<file path="src/rtl/add512_pkg.sv">
// ---------------------------------------------------------------------------
// add512_pkg
// Shared constants and types for the sequential 512-bit adder.
//   WIDTH  : total operand width (multiple of SLICE)
//   SLICE  : width of the shared slice adder
//   NSLICE : number of slices walked per operation (derived)
//   IDX_W  : width of the slice index counter
//   seq_state_t : controller states IDLE / RUN / DONE
// Optional feature macro used by the controller: ADD512_SUB_EN.
// ---------------------------------------------------------------------------
package add512_pkg;

  localparam int WIDTH  = 512;
  localparam int SLICE  = 32;
  localparam int NSLICE = WIDTH / SLICE;
  localparam int IDX_W  = $clog2(NSLICE);

  typedef enum logic [1:0] {
    IDLE = 2'd0,
    RUN  = 2'd1,
    DONE = 2'd2
  } seq_state_t;

endpackage

</file>
<file path="src/rtl/add_slice32.sv">
// ---------------------------------------------------------------------------
// add_slice32
// Combinational 32-bit adder with carry in/out, built from two 16-bit
// lookahead groups: cin feeds the low group, the low group's carry feeds
// the high group.
// Ports:
//   a, b  in  32  addends
//   cin   in  1   carry in
//   sum   out 32  a + b + cin (low 32 bits)
//   cout  out 1   carry out of bit 31
// ---------------------------------------------------------------------------
module add_slice32 (
  input  logic [31:0] a,
  input  logic [31:0] b,
  input  logic        cin,
  output logic [31:0] sum,
  output logic        cout
);

  // Returns {carry_out, sum[15:0]} for one 16-bit group using per-bit
  // generate/propagate terms; the unrolled carry expressions collapse into
  // lookahead logic.
  function automatic logic [16:0] cla16(input logic [15:0] x,
                                        input logic [15:0] y,
                                        input logic        ci);
    logic [15:0] g;
    logic [15:0] p;
    logic [16:0] c;
    g    = x & y;
    p    = x ^ y;
    c[0] = ci;
    for (int i = 0; i < 16; i++) begin
      c[i+1] = g[i] | (p[i] & c[i]);
    end
    return {c[16], p ^ c[15:0]};
  endfunction

  logic [16:0] lo_grp;
  logic [16:0] hi_grp;

  assign lo_grp = cla16(a[15:0],  b[15:0],  cin);
  assign hi_grp = cla16(a[31:16], b[31:16], lo_grp[16]);

  assign sum  = {hi_grp[15:0], lo_grp[15:0]};
  assign cout = hi_grp[16];

endmodule

</file>
<file path="src/rtl/add512_seq_ctrl.sv">
// ---------------------------------------------------------------------------
// add512_seq_ctrl
// Adds two WIDTH-bit operands by walking one shared 32-bit slice adder over
// NSLICE cycles, least-significant slice first, with the carry chained
// through a register. valid/ready handshake on both sides.
// Ports:
//   clk        in   1      rising-edge clock
//   rst        in   1      synchronous reset, active-high
//   in_valid   in   1      operands valid
//   in_ready   out  1      controller can accept operands (IDLE)
//   a, b       in   WIDTH  operands
//   sub        in   1      subtract request (only with ADD512_SUB_EN)
//   out_valid  out  1      sum/cout valid (DONE)
//   out_ready  in   1      consumer accepts the result
//   sum        out  WIDTH  result, modulo 2^WIDTH
//   cout       out  1      carry out of bit WIDTH-1 (1 = no borrow when
//                          subtracting)
//   busy       out  1      high in RUN or DONE
// Optional feature macro: ADD512_SUB_EN (adds the sub port; a-b is formed
// as a + ~b + 1).
// ---------------------------------------------------------------------------
module add512_seq_ctrl
  import add512_pkg::*;
(
  input  logic             clk,
  input  logic             rst,
  input  logic             in_valid,
  output logic             in_ready,
  input  logic [WIDTH-1:0] a,
  input  logic [WIDTH-1:0] b,
`ifdef ADD512_SUB_EN
  input  logic             sub,
`endif
  output logic             out_valid,
  input  logic             out_ready,
  output logic [WIDTH-1:0] sum,
  output logic             cout,
  output logic             busy
);

  seq_state_t       state_q, state_d;
  logic [IDX_W-1:0] idx_q,   idx_d;
  logic             carry_q, carry_d;
  logic [WIDTH-1:0] a_q,     a_d;
  logic [WIDTH-1:0] b_q,     b_d;
  logic [WIDTH-1:0] sum_q,   sum_d;
  logic             cout_q,  cout_d;

  logic [SLICE-1:0] s_a, s_b, s_sum;
  logic             s_cout;

  assign s_a = a_q[idx_q*SLICE +: SLICE];
  assign s_b = b_q[idx_q*SLICE +: SLICE];

  add_slice32 u_slice (
    .a    (s_a),
    .b    (s_b),
    .cin  (carry_q),
    .sum  (s_sum),
    .cout (s_cout)
  );

  always_comb begin
    // NOTE: every signal driven here gets a default first, so no path leaves
    // it unassigned and no latch is inferred.
    state_d = state_q;
    idx_d   = idx_q;
    carry_d = carry_q;
    a_d     = a_q;
    b_d     = b_q;
    sum_d   = sum_q;
    cout_d  = cout_q;

    unique case (state_q)
      IDLE: begin
        if (in_valid) begin
          a_d     = a;
          b_d     = b;
          carry_d = 1'b0;
          idx_d   = '0;
          state_d = RUN;
`ifdef ADD512_SUB_EN
          // Two's-complement subtract: invert b and seed the carry with 1.
          if (sub) begin
            b_d     = ~b;
            carry_d = 1'b1;
          end
`endif
        end
      end
      RUN: begin
        sum_d[idx_q*SLICE +: SLICE] = s_sum;
        carry_d = s_cout;
        idx_d   = idx_q + 1'b1;
        if (idx_q == IDX_W'(NSLICE - 1)) begin
          cout_d  = s_cout;
          state_d = DONE;
        end
      end
      DONE: begin
        if (out_ready) state_d = IDLE;
      end
      default: state_d = IDLE;
    endcase
  end

  always_ff @(posedge clk) begin
    // NOTE: state updates use non-blocking assignments so every register
    // samples the pre-edge values, independent of statement order.
    if (rst) begin
      state_q <= IDLE;
      idx_q   <= '0;
      carry_q <= 1'b0;
      cout_q  <= 1'b0;
      sum_q   <= '0;
      // NOTE: the wide operand registers are cleared too, so an aborted
      // operation leaves no stale operand data behind.
      a_q     <= '0;
      b_q     <= '0;
    end else begin
      state_q <= state_d;
      idx_q   <= idx_d;
      carry_q <= carry_d;
      cout_q  <= cout_d;
      sum_q   <= sum_d;
      a_q     <= a_d;
      b_q     <= b_d;
    end
  end

  assign in_ready  = (state_q == IDLE);
  assign out_valid = (state_q == DONE);
  assign busy      = (state_q != IDLE);
  assign sum       = sum_q;
  assign cout      = cout_q;

endmodule

</file>
<file path="config.mk">
export PLATFORM = sky130hd
export DESIGN_NAME = add512_seq_ctrl
export DESIGN_NICKNAME = d
export VERILOG_FILES = /design/src/rtl/add512_pkg.sv /design/src/rtl/add_slice32.sv /design/src/rtl/add512_seq_ctrl.sv
export SDC_FILE = /design/constraint.sdc
export NUM_CORES = 2
export LEC_CHECK = 0
export ABC_CLOCK_PERIOD_IN_PS = 46000
export CORE_AREA = 2 2 602 604
export DETAILED_ROUTE_END_ITERATION = 10
export DIE_AREA = 0 0 604 606
export GPL_ROUTABILITY_DRIVEN = 0
export HOLD_SLACK_MARGIN = 0.06
export PLACE_DENSITY = 0.31
export RECOVER_POWER = 100
export SYNTH_ARGS = -nofsm -noshare
export SYNTH_HDL_FRONTEND = slang
export SYNTH_SLANG_ARGS = --single-unit
</file>
<file path="constraint.sdc">
create_clock -name clk -period 46 [get_ports clk]
set_input_delay 6.9 -clock clk [delete_from_list [all_inputs] [get_ports clk]]
set_output_delay 6.9 -clock clk [all_outputs]
set_load 0.01 [all_outputs]
</file>
* Yosys cells after proc, flatten, opt, wreduce, memory -nomap -nowiden
Index checks and enable logic that the tools add are counted.
** Word-level totals
- Flip-flop bits (word level) :: 1544
- Input bits :: 1028
- Output and inout port bits :: 516
- Logic and storage cells :: 105
** Operators by class
- $add $sub $neg :: 2
- Equality and inequality tests :: 6
- Shift-type cells :: 4
- Muxes and demuxes :: 9
- Bitwise operators :: 70
- Reduce and logical (&&, ||, !) cells :: 7
** Operator list (count)
- indexed part select 512 x 10 -> 32 bit :: 2
- bitwise mux 512 bit :: 1
- variable shift 32 x 34 -> 512 bit, first input constant :: 1
- indexed part select 32 x 34 -> 512 bit :: 1
- XOR 16 bit :: 4
- negation 9 -> 34 bit :: 1
- AND 1 bit :: 32
- AND 16 bit :: 2
- OR 1 bit :: 32
- one-hot mux 4 bit (2 select lines) :: 1
- two-way mux 2 bit :: 3
- one-hot mux 2 bit (3 select lines) :: 1
- AND reduction 2 bit :: 3
- adder 4 x 1 -> 4 bit, second input constant :: 1
- equality test 4 bit, second input constant :: 1
- two-way mux 4 bit :: 1
- != test 2 bit, second input constant :: 2
- nonzero test 2 bit :: 2
- AND reduction 3 bit :: 1
- equality test 2 x 1 -> 1 bit, second input constant :: 1
- equality test 2 bit, second input constant :: 1
- zero test 2 bit :: 1
- != test 2 x 1 -> 1 bit, second input constant :: 1
- one-hot mux 1 bit (2 select lines) :: 1
- two-way mux 1 bit :: 1

* Depth between registers and ports, before layout
- Word-level depth :: 67
- Depth in mapped cells :: 43

* Cells and area by module
From an unflattened synthesis, not the netlist that was laid out.
** Unflattened totals
- Cell total of the unflattened synthesis :: 7749
- Area, all modules :: 62956.6 sq um
** By module, submodules not included
- add512_seq_ctrl :: times used 1, cells each 7707, area each 62278.5 sq um
- add_slice32 :: times used 1, cells each 42, area each 678.2 sq um

* Worst setup path before layout
OpenSTA, ideal clock, no wires.
- Path type :: register to register
- Start :: register idx_q[1]
- End :: register sum_q[479] (netlist: sum[479])
- Library setup time :: 0.070 ns
- Arrival :: 16.382 ns
- Path slack :: 29.548 ns
- Stages on the path, launching flop included :: 44
- Period minus slack after synthesis :: 16.452 ns
- Path through :: dfxtp_1 buf_2 buf_4 buf_4 buf_2 mux4_2 o22ai_1 nor2_1 fa_1 inv_1 fa_1 fa_1 fa_1 fa_1 fa_1 fa_1 fa_1 fa_1 [8 not listed] fa_1 fa_1 fa_1 fa_1 fa_1 fa_1 fa_1 fa_1 fa_1 fa_1 fa_1 fa_1 fa_1 fa_1 fa_1 nor3_1 nand2_1 a21oi_1
** Between the ends
- Cells in the longest elaborated chain, start to end :: 67
- Elaborated cells on any way between the ends :: 74
- Classes of those cells :: add/sub: 1; shift: 4; mux: 1; bitwise: 68
** Ends and longest elaborated chain
- start: declaration :: RTL line add512_seq_ctrl.sv:42 : logic [IDX_W-1:0] idx_q, idx_d;
- start signal: assignment :: RTL line add512_seq_ctrl.sv:122 : idx_q <= idx_d;
- indexed part select 512 x 10 -> 32 bit (on tied branches) :: RTL line add512_seq_ctrl.sv:52, add512_seq_ctrl.sv:53
- XOR 16 bit :: RTL line add_slice32.sv:30 : p = x ^ y;
- AND 1 bit :: RTL line add_slice32.sv:33 : c[i+1] = g[i] | (p[i] & c[i]);
- OR 1 bit :: RTL line add_slice32.sv:33
- AND 1 bit :: RTL line add_slice32.sv:33
- OR 1 bit :: RTL line add_slice32.sv:33
- AND 1 bit :: RTL line add_slice32.sv:33
- OR 1 bit :: RTL line add_slice32.sv:33
- [51 not listed]
- OR 1 bit :: RTL line add_slice32.sv:33
- AND 1 bit :: RTL line add_slice32.sv:33
- OR 1 bit :: RTL line add_slice32.sv:33
- AND 1 bit :: RTL line add_slice32.sv:33
- OR 1 bit :: RTL line add_slice32.sv:33
- XOR 16 bit :: RTL line add_slice32.sv:35 : return {c[16], p ^ c[15:0]};
- indexed part select 32 x 34 -> 512 bit :: RTL line add512_seq_ctrl.sv:92 : sum_d[idx_q*SLICE +: SLICE] = s_sum;
- bitwise mux 512 bit (*) :: RTL line add512_seq_ctrl.sv:92
- end signal: assignment :: RTL line add512_seq_ctrl.sv:125 : sum_q <= sum_d;
- end: declaration :: RTL line add512_seq_ctrl.sv:46 : logic [WIDTH-1:0] sum_q, sum_d;
Mark *: on every way between the ends. The rest lies on a longest branch, timed or not.
A chain may end at the register's enable or synchronous reset.

* Final worst setup path
Same ends and word-level chain as after synthesis.

==> results.ini <==
[outcome]
status=complete, but fails checks
violations=max-capacitance violations, max-slew violations

[global_route]
met2_usage_pct=40.4
gr-max-usage-layer=met2
grt_first_pass_wirelength_um=531000
grt_pass1_vias=58685
use_met3_pct=4.73
grt_start_max_net_pins=157
antenna_found_initial=212
use_met1_pct=22.8
grt-ovfl-total=0
grt_use_total_pct=21.2

[worst_setup_path]
crit_path_frequent_cell=fa_1
start_kind=register
critPathRequiredTime_ns=46.47
crit_slowest_cell=clkbuf_1
r2r_end=sum[479]
path_class=reg2reg
critPathMaxFanout=40
reg2reg_slack_ns=24.10
r2r-start=idx_q[1]
rr_worst_depth=40
arrival_ns=22.37
end_kind=register
max_stage_delay_ns=2.35
startpoint=idx_q[1]

[timing]
post-route-period-util_pct=47.6
rsz0062_at_grt=no
slew_headroom_pct=-414
finClkSkew_ns=0.117
slew_violations=1739
tns_ns=0
period_needed_ns=21.90
fmax_mhz=45.7
hold_viol_final=0
timing.hold.ws_ns=0.450
setup_violations=0
worst_slew_pin_slew_ns=7.70

[floorplan]
start_util_pct=17.2
fp.coreArea_um2=360000
die_h_um=606
io-pin-count=1544
chipWidth_um=604
rows=221
dieArea_um2=366000

[logic_synthesis]
seq_area_frac_synth_pct=50.0
synthArstFlopShare_pct=0
yosys_warnings=0
synth-seq-cells=1544
synthesis.nets=8348
synth.distinct_cells=52
synth_ff_type=dfxtp_1
syn_inst=7282
avgSynthCellArea_um2=8.49
synth_edf_count=0
synth_area_um2=61800

[detailed_routing]
routed_via_density=4.34
vias=58673
routedWlPerCell_um=29.9
drt_pass1_iterations=6
final_antenna_net_count=0
drc=0
drtIter0Drc=3748
drt_wl_total_um=405000

[min_path]
min_from=a_q[328]
hold_path_end=a_q[328]
hold_depth=2
hold_class=reg2reg

[final_layout]
fillers=39409
stdcell_count=13515
multiInputGateArea_um2=28400
drive_above_1_share_pct=8.32
register_area_um2=30900
most-common-layout-cells=nand2_1, dfxtp_1, a21oi_1, clkdlybuf4s50_1, dlygate4sd3_1
layout_commonest_cell=nand2_1
fin_nets=9590
area_delta_synth_final_pct=42.8

[pwr]
power.switching_w=0.000986
power_frac_clock_pct=46.0
p_leak_nw=31.4
intPower_w=0.00251
swShare_pct=28.2
powerDensity_nw_per_um2=39.6
comb_power_share_pct=13.2
ir_drop_mv=0.0290
pwr-share-seq_pct=40.9

[cts]
cts_tree=done
clkLatencyLatePin_ns=0.90
hold_buffers=0
cts_root_buf=clkbuf_16
clock-sinks=1544
h-tree-depth=4
cts_setup_buffers=0
numCtsBuffers=201
cts_buffer_depth=4
clk_pin_slew_ns=0.06
cts.repair.resized=0

[place]
dpl.hpwl_um=312000
placedCellCount=13115
port_buffers=1543

[run]
cap_violations=30

## how the worst max path moves through the flow
stage               end  depth (start not counted)
6_report       sum[479]                         40
5_1_grt        b_q[360]                          6
3_5_place_dp   sum[223]                         40
2_1_floorplan  sum[479]                         43
4_1_cts        sum[479]                         40
3_3_place_gp   sum[223]                         40
## registers in the layout, summed over array words and instances (netlist names)
register	flops
a_q	512
idx_q	4
sum	512
state_q	2
carry_q	1
cout	1
b_q	512
## cell usage after synthesis, types with 7 or more instances
library cell	n	area (um2)
buf_2	164	821
fa_1	32	641
dfxtp_1	1544	30900
mux4_2	256	5770
mux2_2	29	327
nand3b_1	65	488
o31ai_1	48	360
and3_1	7	43.8
nor3_1	32	160
a211oi_1	29	218
buf_1	14	52.6
o31ai_2	10	125
nor2_1	133	499
a21oi_1	1417	7090
nor2b_1	33	206
clkbuf_1	410	1540
o221ai_1	62	543
nand3_1	11	55.1
o22a_1	62	543
nand2_1	2826	10600
buf_4	20	150
nand2b_1	7	43.8
## metal layers
metal,part of all wire (%),wire length [um],vias up
li1,-,-,27036
met1,37,150000,29075
met2,53,216000,1775
met3,5.7,23000,695
met4,3.7,15000,92
met5,0.15,590,-
## final cells by class
type                       count  area share [%]
sequential                  1544            35.0
multi-input combinational   5120            32.2
timing repair buffer        1650            18.4
clock buffer                 321            7.00
tap                         4794            6.80
clock inverter                37           0.454
antenna                       42           0.119
inverter                       7          0.0298
## through the flow
stage          util, %  power, W  setup WS, ns  area (um2)
2_1_floorplan        -   0.00164         29.55       61800
3_3_place_gp      22.7   0.00193         28.91       81700
3_5_place_dp      22.7   0.00193         28.87       81700
4_1_cts           24.5   0.00357         28.86       88300
5_1_grt           24.5   0.00363         22.92       88200
6_report          24.5   0.00350         24.10       88200
## power groups by stage
stage / combinational (W) / clock (W) / sequential [W]
2_1_floorplan: 0.000195 / 0 / 0.00144
3_3_place_gp: 0.000476 / 0 / 0.00146
3_5_place_dp: 0.000476 / 0 / 0.00146
4_1_cts: 0.000477 / 0.00166 / 0.00143
5_1_grt: 0.000492 / 0.00170 / 0.00143
6_report: 0.000461 / 0.00161 / 0.00143
## worst max-delay path, delay by kind of cell (launching register included)
kind                     cells  cell delay [ns]
flip-flops                   1             2.24
AO/OA/AOI/OAI                2             0.33
buffers and inverters        2             2.41
adder cells (fa/ha/maj)     32            15.21
multiplexers                 1             0.58
AND/OR/NAND/NOR              3             0.56
## kinds of logic (layout without fill, tap and decap cells)
group           Yosys count  count (layout)  share of synthesized area (%)
fa+ha+maj                38              38                           1.16
buf+inv                 618            2015                           4.24
other cells               0              42                              0
flops                  1544            1544                           50.0
simple gates           3136            3136                           19.9
compound gates         1657            1657                           14.8
xor+xnor                  1               1                         0.0142
mux                     288             288                           9.90
(Power assumes the default switching activity.)
